**src/rtl/vend_controller.sv**
```systemverilog
// rtl/vend_controller.sv - vending sequencer: credit, vend window, unit-coin change return
//
// Ports:
//   clk, rst_n            clock (rising edge), async active-low reset
//   coin_valid/coin_value coin strobe and its value in credit units
//   select_valid/select_id product selection strobe, id 1-7 (0 = none)
//   cancel                refund request strobe
//   product_dispense      product code shown during the vend window, else 0
//   busy                  high while vending or returning change
//   credit                current credit
//   change_pulse          one change coin ejected this cycle
//   deny                  selection refused, credit below price
//   coin_reject           coin not accepted
module vend_controller #(
  parameter int CREDIT_W        = 8,
  parameter int PRICE           = 25,
  parameter int CHANGE_UNIT     = 5,
  parameter int DISPENSE_CYCLES = 50
) (
  input  logic                clk,
  input  logic                rst_n,
  input  logic                coin_valid,
  input  logic [CREDIT_W-1:0] coin_value,
  input  logic                select_valid,
  input  logic [2:0]          select_id,
  input  logic                cancel,
  output logic [2:0]          product_dispense,
  output logic                busy,
  output logic [CREDIT_W-1:0] credit,
  output logic                change_pulse,
  output logic                deny,
  output logic                coin_reject
);

  localparam int CNT_W = (DISPENSE_CYCLES > 1) ? $clog2(DISPENSE_CYCLES) : 1;
  localparam logic [CNT_W-1:0]    CNT_LOAD = CNT_W'(DISPENSE_CYCLES - 1);
  localparam logic [CREDIT_W-1:0] PRICE_C  = CREDIT_W'(PRICE);
  localparam logic [CREDIT_W-1:0] UNIT_C   = CREDIT_W'(CHANGE_UNIT);

  typedef enum logic [1:0] {IDLE, VEND, REFUND} state_t;

  state_t             state;
  logic [CNT_W-1:0]   cnt;

  logic               vend_ok;
  logic               coin_nz;
  logic [CREDIT_W-1:0] base;
  logic [CREDIT_W:0]  sum;
  logic               coin_ok;
  logic [CREDIT_W-1:0] credit_idle;

  // IDLE next-credit: the coin is checked for overflow against the credit
  // left after any same-cycle price deduction (or cancel clear).
  always_comb begin
    vend_ok     = 1'b0;
    coin_nz     = 1'b0;
    base        = credit;
    sum         = '0;
    coin_ok     = 1'b0;
    credit_idle = credit;
    vend_ok = select_valid && (select_id != 3'd0) && !cancel && (credit >= PRICE_C);
    coin_nz = coin_valid && (coin_value != '0);
    if (vend_ok)
      base = credit - PRICE_C;
    else if (cancel && (credit < UNIT_C))
      base = '0;
    sum         = {1'b0, base} + {1'b0, coin_value};
    coin_ok     = coin_nz && !sum[CREDIT_W];
    credit_idle = coin_ok ? sum[CREDIT_W-1:0] : base;
  end

  always_ff @(posedge clk or negedge rst_n) begin
    if (!rst_n) begin
      state            <= IDLE;
      cnt              <= '0;
      product_dispense <= 3'd0;
      busy             <= 1'b0;
      credit           <= '0;
      change_pulse     <= 1'b0;
      deny             <= 1'b0;
      coin_reject      <= 1'b0;
    end else begin
      deny         <= 1'b0;
      coin_reject  <= 1'b0;
      change_pulse <= 1'b0;
      case (state)
        IDLE: begin
          coin_reject <= coin_nz && sum[CREDIT_W];
          if (cancel) begin
            if (credit >= UNIT_C) begin
              // first change coin goes out in the first REFUND cycle
              credit       <= credit_idle - UNIT_C;
              change_pulse <= 1'b1;
              busy         <= 1'b1;
              state        <= REFUND;
            end else begin
              credit <= credit_idle;
            end
          end else if (select_valid && (select_id != 3'd0)) begin
            credit <= credit_idle;
            if (vend_ok) begin
              product_dispense <= select_id;
              busy             <= 1'b1;
              cnt              <= CNT_LOAD;
              state            <= VEND;
            end else begin
              deny <= 1'b1;
            end
          end else begin
            credit <= credit_idle;
          end
        end
        VEND: begin
          coin_reject <= coin_valid;
          if (cnt == '0) begin
            product_dispense <= 3'd0;
            if (credit >= UNIT_C) begin
              credit       <= credit - UNIT_C;
              change_pulse <= 1'b1;
              state        <= REFUND;
            end else begin
              credit <= '0;
              busy   <= 1'b0;
              state  <= IDLE;
            end
          end else begin
            cnt <= cnt - CNT_W'(1);
          end
        end
        REFUND: begin
          coin_reject <= coin_valid;
          // credit shown here is already post-decrement for this cycle's pulse
          if (credit >= UNIT_C) begin
            credit       <= credit - UNIT_C;
            change_pulse <= 1'b1;
          end else begin
            credit <= '0;
            busy   <= 1'b0;
            state  <= IDLE;
          end
        end
        default: begin
          state <= IDLE;
          busy  <= 1'b0;
        end
      endcase
    end
  end

endmodule

```
**config.mk**
```make
export PLATFORM = sky130hd
export DESIGN_NAME = vend_controller
export DESIGN_NICKNAME = d
export VERILOG_FILES = /design/src/rtl/vend_controller.sv
export SDC_FILE = /design/constraint.sdc
export NUM_CORES = 1
export LEC_CHECK = 0
export CORE_ASPECT_RATIO = 0.5
export CORE_MARGIN = 2
export CORE_UTILIZATION = 45
export CTS_BUF_LIST = sky130_fd_sc_hd__clkbuf_4 sky130_fd_sc_hd__clkbuf_8 sky130_fd_sc_hd__clkbuf_16
export CTS_CLUSTER_SIZE = 24
export DETAILED_ROUTE_END_ITERATION = 6
export PLACE_DENSITY = 0.67
export SYNTH_ARGS = -nofsm -noshare
export SYNTH_HDL_FRONTEND = slang
export SYNTH_SLANG_ARGS = --single-unit
```
**constraint.sdc**
```tcl
create_clock -name clk -period 5.9 [get_ports clk]
set_input_delay 0.885 -clock clk [delete_from_list [all_inputs] [get_ports clk]]
set_output_delay 0.885 -clock clk [all_outputs]
set_load 0.005 [all_outputs]
```
=== Word-level counts from Yosys, hierarchy flattened ===
Index checks and enable logic that the tools add are counted.

* Add/subtract/negate cells: 5
* Multiply operators: 0
* Div/mod/pow operators: 0
* Magnitude comparators: 3
* Equal/unequal tests: 11
* Shift-type cells: 0
* Muxes and demuxes: 42
* Bitwise logic cells: 0
* Reductions and logical operators: 21

{| class="wikitable"
|+ Operators by type and width
! cell !! count
|-
| $mux 8 || 7
|-
| $mux 6 || 4
|-
| $pmux 8 s3 || 1
|-
| $sub 8x3->8 const B || 2
|-
| $reduce_and 5->1 || 3
|-
| $mux 2 || 7
|-
| $mux 1 || 13
|-
| $mux 3 || 4
|-
| $ne 2x2->1 const B || 6
|-
| $pmux 6 s2 || 1
|-
| $add 8x8->9 || 1
|-
| $ne 3x3->1 const B || 3
|-
| $ge 8x3->1 const B || 1
|-
| $ge 8x5->1 const B || 1
|-
| $lt 8x3->1 const B || 1
|-
| $reduce_bool 8->1 || 1
|-
| $sub 8x5->8 const B || 1
|-
| $logic_and 1x1->1 || 7
|-
| $logic_not 6->1 || 1
|-
| $pmux 1 s3 || 2
|-
| $pmux 2 s3 || 1
|-
| $pmux 3 s2 || 1
|-
| $reduce_bool 3->1 || 2
|-
| $sub 6x1->6 const B || 1
|-
| 9 further kinds || 10
|}

* Bits in registers: 23
* Bits in latches: 0
* RAM bits: 0
* Bits in read-only memories: 0
* Input port bits: 16
* Memories: 0

=== Depth between registers and ports, before layout ===
Gate-level depths: netlist (run 1).

* Word-level depth: 13
* Depth in mapped cells: 18
* Mapped depth without buffers: 17

=== Worst setup path after synthesis (run 1) ===
OpenSTA, ideal clock, no wires.

* Path type: in2reg
* Start point: input port cancel
* End point: register credit[1]
* Setup time: 0.078 ns
* Arrival time: 4.281 ns
* Slack: 1.542 ns
* Cell stages on the path: 17
* Path buffers: 2
* Cells stage by stage: nand2b_4 -> or2_1 -> buf_6 -> o211ai_1 -> o21ai_1 -> ha_1 -> fa_1 -> a211oi_1 -> o21ai_0 -> a31oi_1 -> buf_2 -> mux2_2 -> inv_1 -> ha_1 -> mux2_2 -> o221ai_1 -> a21boi_1

* Word-level cells in the longest chain between the ends: 12
* Elaborated cells between the ends (all ways): 14

{| class="wikitable"
|+ Ends and longest elaborated chain
! what !! line !! source
|-
| start, declared || 26 || <nowiki>input logic cancel,</nowiki>
|-
| $logic_not 1->1 || 61 || <nowiki>vend_ok = select_valid && (select_id != 3'd0) && !cancel && (credit >= PRICE_C);</nowiki>
|-
| $logic_and 1x1->1 (2 in a row) || 61 ||
|-
| $mux 8 || 63 || <nowiki>if (vend_ok)</nowiki>
|-
| $add 8x8->9 || 67 || <nowiki>sum = {1'b0, base} + {1'b0, coin_value};</nowiki>
|-
| $logic_not 1->1 || 68 || <nowiki>coin_ok = coin_nz && !sum[CREDIT_W];</nowiki>
|-
| $logic_and 1x1->1 || 68 ||
|-
| $mux 8 || 69 || <nowiki>credit_idle = coin_ok ? sum[CREDIT_W-1:0] : base;</nowiki>
|-
| $sub 8x3->8 || 92 || <nowiki>credit <= credit_idle - UNIT_C;</nowiki>
|-
| $mux 8 || 90 || <nowiki>if (credit >= UNIT_C) begin</nowiki>
|-
| $mux 8 * || 89 || <nowiki>if (cancel) begin</nowiki>
|-
| $pmux 8 s3 * || 86 || <nowiki>case (state)</nowiki>
|-
| end signal, assigned || 92 ||
|-
| end signal, assigned || 97 || <nowiki>credit <= credit_idle;</nowiki>
|-
| end signal, assigned || 100 || <nowiki>credit <= credit_idle;</nowiki>
|-
| end, declared || 29 || <nowiki>output logic [CREDIT_W-1:0] credit,</nowiki>
|}

Mark *: on every way between the ends. The rest lies on a longest branch, timed or not.
A chain may end at the register's enable or synchronous reset.

=== Worst setup path in the final report (run 1) ===
* Start point: input port select_id[0]
* End point: register credit[1]

* Word-level cells in the longest chain between the ends: 13

{| class="wikitable"
|+ Ends and longest elaborated chain
! what !! line !! source
|-
| start, declared || 25 || <nowiki>input logic [2:0] select_id,</nowiki>
|-
| $reduce_bool 3->1 * || 61 ||
|-
| $logic_and 1x1->1 * (3 in a row) || 61 ||
|-
| $mux 8 * || 63 ||
|-
| $add 8x8->9 || 67 ||
|-
| $logic_not 1->1 || 68 ||
|-
| $logic_and 1x1->1 || 68 ||
|-
| $mux 8 * || 69 ||
|-
| $sub 8x3->8 || 92 ||
|-
| $mux 8 || 90 ||
|-
| $mux 8 * || 89 ||
|-
| $pmux 8 s3 * || 86 ||
|}

Marks and branches as above.

==> flow_metrics.py, run 1 <==
metrics = {
    "worst_setup_path": {
        "critPathSlowestCell": "clkdlybuf4s50_1",
        "critical_path_depth": 16,
        "required_ns": 6.10,
        "crit_chain": "clkdlybuf4s50_1, nor3_1, nor2_1, nand2_1, o21ai_1, ha_1, fa_1, a211oi_1, o21ai_0, a31oi_1, mux2_2, inv_1, ha_1, mux2_2, o221ai_1, a21boi_1",
        "max_stage_delay_ns": 0.42,
        "startpoint_type": "primary input",
        "rr_worst_depth": 17,
        "path_class": "primary input to register",
        "crit_path_end_kind": "register",
        "worst-path-buf-inv": 2,
        "crit_path_max_fanout": 5,
        "cp.arrival_ns": 4.98,
        "cpLargestDelayFamily": "compound AO/OA/AOI/OAI gates",
    },
    "sta": {
        "slew_viol_final": 0,
        "period_needed_ns": 4.78,
        "tightest_slew_ns": 1.07,
        "final.setup.tns_ns": 0,
        "skew_ns": 0.00790,
        "finalCritPeriodShare": 0.810,
        "finalSetupViolations": 0,
        "whs_ns": 0.509,
        "slew_headroom": 0.284,
        "hold_viol": 0,
        "rsz0062_at_grt": "false",
        "fmax_ghz": 0.209,
    },
    "floorplanning": {
        "die_y_um": 54.4,
        "core.rowCount": 18,
        "coreArea_um2": 4910,
        "die_w_um": 105,
        "io_pins": 31,
        "initial_core_util": 0.466,
        "fp.dieArea_um2": 5700,
    },
    "placement": {
        "dp_hpwl_um": 4690,
        "port_buffers": 30,
        "routabilityCongestion": 0.966,
        "placed_cells": 368,
    },
    "final_layout": {
        "final_nets": 338,
        "final_cell_mix": "clkdlybuf4s50_1 (30), nor2_1 (24), dfrtp_1 (23)",
        "final_util": 0.548,
        "instances_no_fill": 372,
        "final_common_cell": "clkdlybuf4s50_1",
        "antenna_cells": 0,
        "synthToLayoutAreaGrowth_pct": 17.7,
        "layout-drive-gt1-share": 0.0662,
    },
    "cts": {
        "h-tree-depth": 1,
        "cts_hold_buffers": 0,
        "cts_setup_buffers": 0,
        "ctsResizeCount": 0,
        "cts_tree": "built",
        "clock-sinks": 23,
        "clockRootBuffer": "clkbuf_8",
        "cts_buffers": 3,
        "clk_pin_slew_ns": 0.09,
        "clk_latency_ns": 0.27,
        "cts_buffer_depth": 2,
    },
    "global_route": {
        "antenna_found_initial": 0,
        "grt_max_degree": 24,
        "grt_usage": 0.222,
        "grt_pass1_vias": 1996,
        "grt_pass1_wl_um": 9840,
        "gr-total-overflow": 0,
    },
    "logic_synthesis": {
        "synth_fp_nets": 310,
        "synthDistinctLibCells": 64,
        "yosys_most_used_dff": "dfrtp_1",
        "yosysSeqAreaShare": 0.252,
        "ys_ff_latch": 23,
        "syn_area_per_cell_um2": 8.31,
        "synthesis.instances": 275,
        "synth-edff-count": 0,
        "syn_area_um2": 2290,
        "yosysWarningCount": 0,
        "postSynth.asyncResetShare": 1.00,
    },
    "worst_hold_path": {
        "hp-class": "register to register",
        "whs_path_depth": 1,
    },
    "route": {
        "drt-total-wl_um": 6090,
        "wl_per_cell_um": 16.4,
        "viasPerCell": 5.99,
        "vias": 2230,
        "drt_pass1_iterations": 5,
        "ant_nets": 0,
        "drt_drc_violations_left": 0,
        "drt_iter0_drc": 217,
    },
    "power": {
        "peakVddDrop_uv": 251,
        "p_leak_uw": 0.00111,
        "power.density_nw_per_um2": 596,
    },
    "job": {
        "maxCapViolCount": 0,
    },
    "outcome": {
        "outcome": "complete, no violations",
    },
}
worst reg2reg max path, stage by stage, from the launching register on:
cell and delay [ns]:
dfrtp_1 0.49, inv_1 0.16, ha_1 0.22, nor3b_1 0.40, o21ai_1 0.22, nand2_1 0.24, o21ai_1 0.13, ha_1 0.23
fa_1 0.42, a211oi_1 0.33, o21ai_0 0.17, a31oi_1 0.35, mux2_2 0.41, inv_1 0.07, ha_1 0.22, mux2_2 0.27
o221ai_1 0.15, a21boi_1 0.17
area by class of cell:
class,count,area (um^2)
Clock buffer,3,41.3
Clock inverter,1,5.00
Fill cell,486,2220
Inverter,14,52.6
Multi-Input combinational cell,229,1610
Sequential cell,23,576
Tap cell,70,87.6
Timing Repair Buffer,32,315
logic make-up after synthesis:
kind of cell,Yosys count,share of synthesized area
AO/OA/AOI/OAI,84,0.257
buffers and inverters,23,0.0421
adder cells (fa/ha/maj),19,0.107
AND/OR/NAND/NOR,102,0.242
XOR/XNOR,16,0.0613
flip-flops,23,0.252
multiplexers,8,0.0389
path summary, 6_finish.rpt:
path | end | start | slack [ns]
setup / recovery | credit[1] | select_id[0] | 1.12
hold / removal | product_dispense[2] | product_dispense[2] | 0.51
setup reg to reg | credit[1] | credit[0] | 1.19
hold reg to reg | product_dispense[2] | product_dispense[2] | 0.51
max in group asynchronous | credit[2] | rst_n | 4.06
min in group asynchronous | credit[7] | rst_n | 1.18
stage by stage:
stage / cell area, um^2 / power [uW] / setup WS (ns)
2_1_floorplan: 2290 / 1160 / 1.54
3_3_place_gp: 2650 / 1470 / 1.03
3_5_place_dp: 2650 / 1480 / 0.874
4_1_cts: 2690 / 1590 / 1.14
5_1_grt: 2690 / 1760 / 0.815
6_report: 2690 / 1600 / 1.12
where the power goes:
part	leakage (uW)	internal, uW	switching, uW	total, uW
combinational	0.000800	518	652	1170
sequential	0.000281	231	101	331
clock	0.0000255	47.3	54.7	102
total	0.00111	795	807	1600
flip-flops by register name, indices dropped and copies added (netlist names):
| register | cells |
|---|---|
| busy | 1 |
| cnt | 6 |
| product_dispense | 3 |
| credit | 8 |
| deny | 1 |
| change_pulse | 1 |
| coin_reject | 1 |
| state | 2 |
layer usage:
layer  track usage  vias to the layer above  routed length (um)
met1         0.309                     1068                3040
met2         0.367                       68                2640
met3        0.0381                        7                 345
met5             0                        -                   0
li1              -                     1087                   -
met4        0.0489                        0                  72
cells in the mapped netlist (7+ instances only):
cell,number,area (um^2)
a21oi_1,8,40.0
dfrtp_1,23,576
ha_1,18,225
inv_1,14,52.6
nand2_1,20,75.1
nand2b_1,7,43.8
nor2_1,24,90.1
nor3_1,13,65.1
o21ai_0,11,55.1
o21ai_1,11,55.1
xnor2_1,8,70.1
xor2_1,8,70.1
(Power assumes the default switching activity.)
==> inputs of run 2 (changes only) <==
--- a/config.mk
+++ b/config.mk
@@ -11,7 +11,7 @@
 export CTS_BUF_LIST = sky130_fd_sc_hd__clkbuf_4 sky130_fd_sc_hd__clkbuf_8 sky130_fd_sc_hd__clkbuf_16
 export CTS_CLUSTER_SIZE = 24
 export DETAILED_ROUTE_END_ITERATION = 6
-export PLACE_DENSITY = 0.67
+export PLACE_DENSITY = 0.7
 export SYNTH_ARGS = -nofsm -noshare
 export SYNTH_HDL_FRONTEND = slang
 export SYNTH_SLANG_ARGS = --single-unit
==> constraint.sdc (replaced) <==
create_clock -name clk -period 4 [get_ports clk]
set_input_delay 0.6 -clock clk [delete_from_list [all_inputs] [get_ports clk]]
set_output_delay 0.6 -clock clk [all_outputs]
set_load 0.005 [all_outputs]
==> flow_metrics.py, run 2 (synthesized netlist as in run 1, its figures left out) <==
metrics = {
    "outcome": {
        "outcome": "complete, no violations",
    },
    "route": {
        "drt_pass1_iterations": 6,
        "wl_per_cell_um": 16.4,
        "drt_drc_violations_left": 0,
        "drt-total-wl_um": 6810,
        "drt_iter0_drc": 225,
        "viasPerCell": 5.95,
        "ant_nets": 0,
        "vias": 2476,
    },
    "floorplanning": {
        "core.rowCount": 18,
        "die_y_um": 54.4,
        "fp.dieArea_um2": 5700,
        "coreArea_um2": 4910,
        "initial_core_util": 0.466,
        "io_pins": 31,
        "die_w_um": 105,
    },
    "final_layout": {
        "layout-drive-gt1-share": 0.246,
        "fillers": 433,
        "synthToLayoutAreaGrowth_pct": 36.7,
        "largest-register": "credit",
        "final_common_cell": "buf_4",
        "multi_input_area_um2": 1700,
        "largest_register_ffs": 8,
        "antenna_cells": 0,
        "final_cell_mix": "buf_4 (46), clkdlybuf4s50_1 (25), nor2_1 (24)",
        "reg_top3": "credit: 8 flops, cnt: 6 flops, product_dispense: 3 flops",
        "regArea_um2": 577,
        "instances_no_fill": 416,
        "final_nets": 382,
    },
    "power": {
        "p_int_uw": 1460,
        "swShare": 0.475,
        "clock_power_share": 0.053,
        "p_comb_frac": 0.788,
        "peakVddDrop_uv": 415,
        "power.density_nw_per_um2": 892,
        "p_leak_uw": 0.00138,
        "netSwitchingPower_uw": 1330,
        "sequentialPowerShare": 0.159,
    },
    "placement": {
        "port_buffers": 30,
        "place_ws_ns": -0.414,
        "dp_hpwl_um": 5360,
        "routabilityCongestion": 1.00,
        "placed_cells": 409,
    },
    "global_route": {
        "grt_max_degree": 24,
        "gr-total-overflow": 0,
        "antenna_found_initial": 0,
        "grt_pass1_vias": 2309,
        "grt_pass1_wl_um": 10600,
        "grt_usage": 0.238,
    },
    "job": {
        "maxCapViolCount": 0,
    },
    "cts": {
        "cts_buffer_depth": 2,
        "cts_tree": "built",
        "cts_hold_buffers": 0,
        "clock-sinks": 23,
        "cts_buffers": 3,
        "clockRootBuffer": "clkbuf_8",
        "h-tree-depth": 1,
        "clk_pin_slew_ns": 0.09,
        "clk_latency_ns": 0.27,
    },
    "sta": {
        "whs_ns": 0.504,
        "slew_viol_final": 0,
        "slew_headroom": 0.282,
        "finalSetupViolations": 0,
        "period_needed_ns": 3.84,
        "skew_ns": 0.00664,
        "finalCritPeriodShare": 0.960,
        "layout_setup_ws_ns": 0.159,
        "fmax_ghz": 0.260,
        "tightest_slew_ns": 1.07,
        "hold_viol": 0,
    },
    "worst_setup_path": {
        "max_stage_delay_ns": 0.41,
        "cpLargestDelayFamily": "compound AO/OA/AOI/OAI gates",
        "critPathSlowestCell": "fa_2",
        "crit_path_end_kind": "register",
        "startpoint_type": "register",
        "worst-path-buf-inv": 2,
        "path_class": "register to register",
        "crit_chain": "inv_2, ha_4, nor3b_2, o21a_2, o211ai_1, o21ai_1, ha_2, fa_2, a211oi_2, o21ai_2, a31oi_2, buf_4, mux2i_2, ha_1, mux2_2, o221ai_2, a21boi_2",
        "crit_path_max_fanout": 4,
        "cp.arrival_ns": 4.04,
        "required_ns": 4.20,
    },
    "worst_hold_path": {
        "hp-class": "register to register",
    },
}
==> run 2: area by class of cell <==
class	instances	share of cell area
clock inverters	1	0.00160
repair buffers	76	0.211
inverters	14	0.0168
multi-input cells	229	0.545
clock buffers	3	0.0132
flip-flops and latches	23	0.185
well taps	70	0.0280
==> run 2: final timing paths <==
kind | from | endpoint | slack [ns] | cells after the start
setup reg to reg | credit[0] | credit[1] | 0.16 | 17
min in group asynchronous | rst_n | credit[5] | 0.91 | 1
max in group asynchronous | rst_n | credit[0] | 2.38 | 1
setup / recovery | credit[0] | credit[1] | 0.16 | 17
hold reg to reg | product_dispense[0] | product_dispense[0] | 0.50 | 1
hold / removal | product_dispense[0] | product_dispense[0] | 0.50 | 1
==> run 2: repair_timing <==
action	in CTS	in global routing
resized for setup	7	20
pin swaps	3	10
setup endpoints to repair	1	5
buffers inserted	0	3
endpoints found under the hold margin	0	0
==> run 2: power groups by stage <==
stage	combinational [uW]	sequential, uW	clock [uW]
floorplan	1290	431	0
global placement	1970	436	0
detailed placement	2020	442	0
CTS	2060	438	150
global route	2390	455	157
finish	2200	442	147
==> run 2: per-stage QoR <==
stage | cell area, um^2 | power [uW] | utilization | TNS [ns]
global route | 3130 | 3010 | 0.637 | -0.0171
global placement | 2960 | 2400 | 0.604 | -0.574
CTS | 3030 | 2640 | 0.618 | 0
finish | 3130 | 2790 | 0.637 | 0
floorplan | 2300 | 1720 | - | 0
detailed placement | 2960 | 2460 | 0.604 | -1.15
==> run 2: routing by layer <==
layer	up-vias	part of all wire	track usage
li1	1172	-	-
met2	104	0.47	0.450
met4	0	0.025	0.0578
met1	1180	0.43	0.284
met3	20	0.075	0.0583
met5	-	0	0
